**src/rtl/decoder_3to8_pulse_pkg.sv**
```systemverilog
// Shared types and defaults for the registered 3-to-8 pulse decoder and the
// matching encoder-side benches.
package decoder_3to8_pulse_pkg;

  typedef enum logic [1:0] {
    IDLE  = 2'd0,
    PULSE = 2'd1,
    GAP   = 2'd2
  } dec_state_e;

  localparam int DEF_PULSE_W = 4;
  localparam int DEF_GAP_W   = 1;
  localparam int DEF_CNT_W   = 4;

  function automatic logic [7:0] onehot8(input logic [2:0] code);
    return 8'b1 << code;
  endfunction

endpackage

```
**src/rtl/decoder_3to8_comb.sv**
```systemverilog
// Combinational 3-to-8 one-hot decode with enable; all-zero when disabled.
module decoder_3to8_comb
  import decoder_3to8_pulse_pkg::*;
(
  input  logic       en_i,
  input  logic [2:0] code_i,
  output logic [7:0] y_o
);

  assign y_o = en_i ? onehot8(code_i) : 8'h00;

endmodule

```
**src/rtl/decoder_3to8_pulse.sv**
```systemverilog
// Accepts a 3-bit code over valid/ready, drives the matching one-hot line for
// PULSE_W cycles, then holds an all-zero gap of GAP_W cycles before the next.
module decoder_3to8_pulse
  import decoder_3to8_pulse_pkg::*;
#(
  parameter int PULSE_W = DEF_PULSE_W,
  parameter int GAP_W   = DEF_GAP_W,
  parameter int CNT_W   = DEF_CNT_W
) (
  input  logic       clk,
  input  logic       rst_n,
  input  logic       enable,
  input  logic       in_valid,
  output logic       in_ready,
  input  logic [2:0] code,
  output logic [7:0] y,
  output logic       busy,
  output logic       done
);

  if (PULSE_W < 1 || GAP_W < 0 || PULSE_W > 2**CNT_W || GAP_W > 2**CNT_W) begin : g_param_err
    $error("decoder_3to8_pulse: illegal PULSE_W/GAP_W/CNT_W combination");
  end

  localparam logic [CNT_W-1:0] PULSE_LOAD = CNT_W'(PULSE_W - 1);
  localparam logic [CNT_W-1:0] GAP_LOAD   = CNT_W'(GAP_W - 1);
  localparam logic [CNT_W-1:0] CNT_ONE    = CNT_W'(1);

  dec_state_e       state_q, state_d;
  logic [CNT_W-1:0] cnt_q, cnt_d;
  logic [7:0]       y_q, y_d;
  logic             busy_q, busy_d;
  logic             done_q, done_d;
  logic             accept;
  logic [7:0]       dec_y;

  assign in_ready = enable && (state_q == IDLE);
  assign accept   = in_valid && in_ready;

  // The decode is captured into y_q on accept, so later code changes are ignored.
  decoder_3to8_comb u_dec (
    .en_i   (accept),
    .code_i (code),
    .y_o    (dec_y)
  );

  always_comb begin
    // NOTE: every output of this block gets a default first so no path leaves
    // a signal unassigned, which would otherwise infer a latch.
    state_d = state_q;
    cnt_d   = cnt_q;
    y_d     = y_q;
    busy_d  = busy_q;
    done_d  = 1'b0;

    unique case (state_q)
      IDLE: begin
        if (accept) begin
          state_d = PULSE;
          cnt_d   = PULSE_LOAD;
          y_d     = dec_y;
          busy_d  = 1'b1;
        end
      end
      PULSE: begin
        if (!enable) begin
          state_d = IDLE;
          cnt_d   = '0;
          y_d     = 8'h00;
          busy_d  = 1'b0;
        end else if (cnt_q != '0) begin
          cnt_d = cnt_q - CNT_ONE;
        end else begin
          y_d    = 8'h00;
          done_d = 1'b1;
          if (GAP_W > 0) begin
            state_d = GAP;
            cnt_d   = GAP_LOAD;
          end else begin
            state_d = IDLE;
            busy_d  = 1'b0;
          end
        end
      end
      GAP: begin
        if (!enable) begin
          state_d = IDLE;
          cnt_d   = '0;
          busy_d  = 1'b0;
        end else if (cnt_q != '0) begin
          cnt_d = cnt_q - CNT_ONE;
        end else begin
          state_d = IDLE;
          busy_d  = 1'b0;
        end
      end
      default: begin
        state_d = IDLE;
        cnt_d   = '0;
        y_d     = 8'h00;
        busy_d  = 1'b0;
      end
    endcase
  end

  // NOTE: state registers use non-blocking assignments so every flop samples
  // the pre-edge value of every other flop, independent of process order.
  always_ff @(posedge clk or negedge rst_n) begin
    if (!rst_n) begin
      state_q <= IDLE;
      cnt_q   <= '0;
      y_q     <= 8'h00;
      busy_q  <= 1'b0;
      done_q  <= 1'b0;
    end else begin
      state_q <= state_d;
      cnt_q   <= cnt_d;
      y_q     <= y_d;
      busy_q  <= busy_d;
      done_q  <= done_d;
    end
  end

  assign y    = y_q;
  assign busy = busy_q;
  assign done = done_q;

endmodule
```
**config.mk**
```make
export PLATFORM = sky130hd
export DESIGN_NAME = decoder_3to8_pulse
export DESIGN_NICKNAME = d
export VERILOG_FILES = /design/src/rtl/decoder_3to8_pulse_pkg.sv /design/src/rtl/decoder_3to8_comb.sv /design/src/rtl/decoder_3to8_pulse.sv
export SDC_FILE = /design/constraint.sdc
export NUM_CORES = 1
export LEC_CHECK = 0
export CAP_MARGIN = 10
export CELL_PAD_IN_SITES_DETAIL_PLACEMENT = 2
export CELL_PAD_IN_SITES_GLOBAL_PLACEMENT = 2
export CORE_UTILIZATION = 33
export CTS_CLUSTER_SIZE = 24
export DETAILED_ROUTE_END_ITERATION = 8
export PLACE_DENSITY_LB_ADDON = 0.1
export SLEW_MARGIN = 20
export SYNTH_ARGS = -nofsm -noshare
export SYNTH_HDL_FRONTEND = slang
export SYNTH_SLANG_ARGS = --single-unit
```
**constraint.sdc**
```tcl
create_clock -name clk -period 2.57 [get_ports clk]
set_input_delay 0.771 -clock clk [delete_from_list [all_inputs] [get_ports clk]]
set_output_delay 0.771 -clock clk [all_outputs]
set_load 0.01 [all_outputs]
```
==> results.py, run 1 <==
metrics = {
    "outcome": {
        "run_status": "completed",
    },
    "synth": {
        "synthesis.instances": 91,
        "netlist-cell-type-count": 36,
        "synth-warning-count": 0,
        "postSynth.asyncResetShare_pct": 100,
        "syn_avg_cell_area_um2": 9.93,
        "synth.net_count": 100,
        "synth-main-ff-cell": "sky130_fd_sc_hd__dfrtp_1",
        "postSynthRegisterBits": 16,
        "seq_area_frac_synth_pct": 44.3,
        "synth-edff-count": 0,
        "mappedNetlistArea_um2": 903,
    },
    "setup_path": {
        "timing.critical_path.to_type": "primary output",
        "required_ps": 1800,
        "path_max_fanout": 2,
        "startpoint_type": "input port",
        "rrSetupSlack_ps": 770,
        "cp_data_arrival_time_ps": 1660,
        "criticalPathCategory": "input port to primary output",
    },
    "sta": {
        "worst_clock_skew_ps": 5.30,
        "setup_viol": 0,
        "maximum_clock_frequency_ghz": 0.411,
        "slew-limit-headroom_pct": 66.6,
        "grt_setup_unrepaired": "false",
        "timing.final.max_slew_violations": 0,
        "tns_ps": 0,
        "timing.hold.ws_ps": 491,
        "hold_viol_final": 0,
        "tcrit_tclk_final_pct": 94.7,
        "period_minus_slack_ps": 2430,
        "worstMarginPinSlew_ps": 501,
    },
    "grt": {
        "grt_usage_pct": 20.8,
        "first_global_vias": 857,
        "grt_max_degree": 17,
        "grt_pass1_wl_um": 4240,
        "antenna_found_initial": 0,
        "globalRouteOverflowTotal": 0,
    },
    "clock_network": {
        "cts_tree": "yes",
        "cts_inserted_buffers": 3,
        "cts_num_sinks": 16,
        "root_buffer": "sky130_fd_sc_hd__clkbuf_4",
        "cts.path.max_buffers": 2,
        "worst_skew_pair.late_latency_ps": 290,
        "clkSlewWorstSetupHoldPaths_ps": 90,
        "htree_levels": 1,
    },
    "floorplanning": {
        "io_pins": 18,
        "floorplan.die.width_um": 54.3,
        "dieHeight_um": 54.3,
        "core_region_area_um2": 2520,
        "initial_core_util_pct": 35.8,
        "die-area_um2": 2950,
        "rows": 18,
    },
    "layout": {
        "fill_cells": 286,
        "area_growth_syn_to_layout_pct": 25.5,
        "insertedDiodeCount": 0,
        "multi_input_comb_area_um2": 452,
        "post-route-cell-area_um2": 1130,
        "final_layout_size_suffix_gt1_share_pct": 13.5,
        "finalCoreUtilization_pct": 44.9,
        "most_common_cell_after_layout_fill_and_taps_aside": "sky130_fd_sc_hd__nand2_1",
        "register_area_um2": 400,
        "nets": 122,
        "layout_common_cells": "sky130_fd_sc_hd__nand2_1, sky130_fd_sc_hd__dfrtp_1, sky130_fd_sc_hd__clkdlybuf4s50_1",
    },
    "detailed_routing": {
        "drt_drc_violations_left": 0,
        "num_vias": 790,
        "detail_route.vias_per_cell": 5.60,
        "drt-initial-drc-count": 5,
        "ant_nets": 0,
        "wl_per_cell_um": 17.9,
        "detailedRoute.firstPassIterationCount": 4,
        "routed_wl_um": 2530,
    },
    "pwr": {
        "irDropWorstVdd_mv": 0.349,
        "combPwrFrac_pct": 47.3,
        "power.sequential.fraction_pct": 38.3,
        "pwr_density_cell_nw_per_um2": 848,
        "p_int_mw": 0.569,
        "clock_power_share_pct": 14.4,
        "p_leak_nw": 0.496,
        "net_switching_power_of_the_design_mw": 0.393,
        "swShare_pct": 40.8,
    },
    "worst_hold_path": {
        "min_path_type": "flop to flop",
    },
    "placement": {
        "detailed_place.area_um2": 1110,
        "count_of_buffers_from_port_buffering": 17,
        "hpwl_um": 1930,
        "globalplace.congestion": 0.784,
    },
    "flow_run": {
        "max-cap-violations": 0,
    },
}
## layer usage
| layer | routed length (um) | up-vias | part of all wire (%) | GRT usage, % |
|---|---|---|---|---|
| li1 | - | 371 | - | - |
| met1 | 1000 | 396 | 40 | 23.7 |
| met2 | 1370 | 16 | 54 | 37.2 |
| met3 | 88 | 7 | 3.5 | 3.89 |
| met4 | 63 | 0 | 2.5 | 9.40 |
| met5 | 0 | - | 0 | 0 |
## cells by family after synthesis
kind of cell    count (synthesis)  synth area share [%]
fa+ha+maj                       2                  2.77
xor+xnor                        2                  1.94
compound gates                 25                  23.4
flops                          16                  44.3
simple gates                   37                  21.9
buf+inv                         9                  5.68
## state kept, by name, summed over array words and instances, names as in the netlist
name     count
state_q      2
cnt_q        4
y            8
busy         1
done         1
## critical path, cell delays in order
cell and delay (ps):
sky130_fd_sc_hd__clkdlybuf4s50_1 480, sky130_fd_sc_hd__and2_1 140, sky130_fd_sc_hd__dlygate4sd2_1 270
## through the flow
step / worst slack, ps / total power [mW] / instances
2_1_floorplan: 598 / 0.669 / 91
3_3_place_gp: -148 / 0.806 / 138
3_5_place_dp: -154 / 0.837 / 138
4_1_cts: 119 / 0.976 / 141
5_1_grt: 96.6 / 1.04 / 141
6_report: 136 / 0.962 / 141
## power by group through the flow
stage                     Sequential [mW]  Clock, mW  Combinational [mW]
after global placement              0.367          0               0.439
after detailed placement            0.374          0               0.464
after floorplan                     0.374          0               0.296
after CTS                           0.369      0.145               0.462
final                               0.368      0.138               0.455
after global routing                0.378      0.160               0.507
## synthesized netlist by cell type, types with 2 or more instances
library cell,count,share of area [%]
sky130_fd_sc_hd__buf_2,2,1.1
sky130_fd_sc_hd__nand2_1,18,7.5
sky130_fd_sc_hd__o31ai_1,5,4.2
sky130_fd_sc_hd__o22ai_1,3,2.1
sky130_fd_sc_hd__nand2b_1,3,2.1
sky130_fd_sc_hd__xor2_1,2,1.9
sky130_fd_sc_hd__and2_1,2,1.4
sky130_fd_sc_hd__buf_6,2,2.5
sky130_fd_sc_hd__inv_1,4,1.7
sky130_fd_sc_hd__nor2_1,3,1.2
sky130_fd_sc_hd__ha_1,2,2.8
sky130_fd_sc_hd__nor3_1,2,1.1
sky130_fd_sc_hd__o21ai_0,3,1.7
sky130_fd_sc_hd__o31ai_2,2,2.8
sky130_fd_sc_hd__a21oi_1,2,1.1
sky130_fd_sc_hd__dfrtp_1,16,44
## final timing paths
check	start	endpoint	depth (start not counted)
worst max register to register	cnt_q[0]	y[4]	5
min in group asynchronous	rst_n	y[2]	2
worst min register to register	y[6]	y[6]	2
worst min-delay path	y[6]	y[6]	2
max in group asynchronous	rst_n	cnt_q[1]	2
worst max-delay path	enable	in_ready	3
## area by class of cell
cell class | instances | area share (%)
clock buffers | 3 | 1.99
flip-flops and latches | 16 | 35.3
multi-input cells | 66 | 39.8
inverters | 4 | 1.32
well taps | 30 | 3.31
repair buffers | 22 | 18.2
## repair_timing
item,4_1_cts,5_1_grt
setup buffers,0,0
hold buffers,0,0
setup endpoints to repair,1,0
resized for setup,1,0
(Power assumes the default switching activity.)
==> run 2, diff against run 1 <==
--- a/config.mk
+++ b/config.mk
@@ -8,9 +8,10 @@
 export CAP_MARGIN = 10
 export CELL_PAD_IN_SITES_DETAIL_PLACEMENT = 2
 export CELL_PAD_IN_SITES_GLOBAL_PLACEMENT = 2
-export CORE_UTILIZATION = 33
+export CORE_UTILIZATION = 31
 export CTS_CLUSTER_SIZE = 24
 export DETAILED_ROUTE_END_ITERATION = 8
+export HOLD_SLACK_MARGIN = 0.02
 export PLACE_DENSITY_LB_ADDON = 0.1
 export SLEW_MARGIN = 20
 export SYNTH_ARGS = -nofsm -noshare
==> constraint.sdc (replaced) <==
create_clock -name clk -period 2.33 [get_ports clk]
set_input_delay 0.699 -clock clk [delete_from_list [all_inputs] [get_ports clk]]
set_output_delay 0.699 -clock clk [all_outputs]
set_load 0.01 [all_outputs]
==> run 2 against run 1 <==
  * Core utilization shrank 3.2 points
  * Die area grew 6.2%
  * Hold slack lost 3.9 ps
  * Clock power is 12% higher
  * Register-to-register slack got worse by 290 ps
  * Critical path type unchanged
  * Clock-buffer cell count is the same
==> results.py, run 2 (synthesis gave the netlist of run 1 again) <==
metrics = {
    "grt": {
        "grt_usage_pct": 18.0,
        "grt_pass1_wl_um": 4300,
        "grt_max_degree": 17,
        "first_global_vias": 879,
        "antenna_found_initial": 0,
        "globalRouteOverflowTotal": 0,
    },
    "floorplanning": {
        "io_pins": 18,
        "dieHeight_um": 56.0,
        "core_region_area_um2": 2760,
        "die-area_um2": 3130,
        "rows": 19,
        "initial_core_util_pct": 32.8,
        "floorplan.die.width_um": 56.0,
    },
    "placement": {
        "hpwl_um": 1910,
        "count_of_buffers_from_port_buffering": 17,
        "preCtsSetupSlack_ps": -221,
        "placed_cells": 141,
        "globalplace.congestion": 0.751,
    },
    "pwr": {
        "p_leak_nw": 0.506,
        "p_int_mw": 0.633,
        "clock_power_share_pct": 14.4,
        "pwr_density_cell_nw_per_um2": 930,
        "net_switching_power_of_the_design_mw": 0.437,
        "fin_total_pwr_mw": 1.07,
        "swShare_pct": 40.8,
        "power.sequential.fraction_pct": 38.0,
        "combPwrFrac_pct": 47.5,
        "irDropWorstVdd_mv": 0.428,
    },
    "setup_path": {
        "timing.critical_path.to_type": "primary output",
        "criticalPathCategory": "input port to primary output",
        "startpoint_type": "input port",
        "required_ps": 1630,
        "cp_slowest_stage_delay_ps": 490,
        "worst_r2r_startpoint": "cnt_q[0]",
        "r2r.worst_path.cells": 5,
        "cp_data_arrival_time_ps": 1580,
        "slowest_stage": "sky130_fd_sc_hd__clkdlybuf4s50_1",
        "crit_chain": "clkdlybuf4s50_1 > and2_1 > dlygate4sd2_1",
        "path_max_fanout": 2,
        "crit_start": "enable",
    },
    "clock_network": {
        "cts_num_sinks": 16,
        "ctsHoldBuffers": 0,
        "cts_tree": "yes",
        "htree_levels": 1,
        "cts_inserted_buffers": 3,
        "root_buffer": "sky130_fd_sc_hd__clkbuf_4",
        "worst_skew_pair.late_latency_ps": 300,
        "cts.path.max_buffers": 2,
        "clkSlewWorstSetupHoldPaths_ps": 90,
    },
    "worst_hold_path": {
        "min-delay-start": "y[0]",
        "min_delay_path_depth": 2,
        "min_path_type": "flop to flop",
    },
    "detailed_routing": {
        "detailedRoute.firstPassIterationCount": 4,
        "wl_per_cell_um": 17.5,
        "drt-initial-drc-count": 20,
        "detail_route.vias_per_cell": 5.42,
        "ant_nets": 0,
        "routed_wl_um": 2520,
        "drt_drc_violations_left": 0,
        "num_vias": 781,
    },
    "layout": {
        "final_layout_size_suffix_gt1_share_pct": 15.0,
        "final_cells": 144,
        "nets": 124,
        "most_common_cell_after_layout_fill_and_taps_aside": "sky130_fd_sc_hd__nand2_1",
        "register_area_um2": 400,
        "multi_input_comb_area_um2": 452,
        "area_growth_syn_to_layout_pct": 27.3,
        "layout_common_cells": "sky130_fd_sc_hd__nand2_1, sky130_fd_sc_hd__dfrtp_1, sky130_fd_sc_hd__clkdlybuf4s50_1",
        "largest_register_ffs": 8,
        "insertedDiodeCount": 0,
        "fill_cells": 309,
    },
    "sta": {
        "slew-limit-headroom_pct": 67.3,
        "grt_setup_unrepaired": "false",
        "setup_viol": 0,
        "worstMarginPinSlew_ps": 490,
        "tcrit_tclk_final_pct": 97.7,
        "postLayoutSetupSlackWorst_ps": 54.4,
        "timing.final.max_slew_violations": 0,
        "tns_ps": 0,
        "worst_clock_skew_ps": 8.85,
        "hold_viol_final": 0,
        "maximum_clock_frequency_ghz": 0.439,
        "period_minus_slack_ps": 2280,
    },
    "outcome": {
        "run_status": "completed",
    },
    "flow_run": {
        "max-cap-violations": 0,
    },
}
## run 2: critical path, delay by kind of cell
family        cells  cell delay [ps]
buf+inv           2              750
simple gates      1              130
## run 2: power by group through the flow
stage                     clock, mW  sequential, mW  combinational (mW)
final                         0.154           0.407               0.509
after global routing          0.174           0.415               0.561
after CTS                     0.155           0.407               0.518
after detailed placement          0           0.413               0.518
after global placement            0           0.409               0.490
after floorplan                   0           0.412               0.326
## run 2: final timing paths
check                        endpoint  slack (ps)
max                          in_ready          50
min                              y[0]         490
max in group asynchronous  state_q[1]        1410
min reg2reg                      y[0]         490
max reg2reg                      y[4]         480
min in group asynchronous    cnt_q[2]         720
## run 2: cell type report
| type | instances | share of cell area (%) |
|---|---|---|
| multi-input cells | 66 | 39.3 |
| flip-flops and latches | 16 | 34.8 |
| well taps | 31 | 3.37 |
| inverters | 4 | 1.31 |
| clock buffers | 3 | 1.96 |
| repair buffers | 24 | 19.3 |
## run 2: timing repair
item	4_1_cts	5_1_grt
resized for setup	1	0
buffers inserted	0	0
endpoints found under the setup margin	1	0
## run 2: per-layer routing
| layer | share of wire, % | wire length (um) | track usage, % |
|---|---|---|---|
| met3 | 2.8 | 71 | 3.26 |
| met1 | 45 | 1130 | 21.4 |
| met5 | 0 | 0 | 0 |
| met4 | 1.6 | 40 | 8.36 |
| met2 | 51 | 1280 | 31.3 |
## run 2: per-stage QoR
stage          hold WS (ps)  util (%)  area [um^2]
3_5_place_dp            474      40.9         1130
3_3_place_gp            459      40.9         1130
2_1_floorplan           403         -          903
5_1_grt                 524      41.7         1150
6_report                487      41.7         1150
4_1_cts                 496      41.7         1150
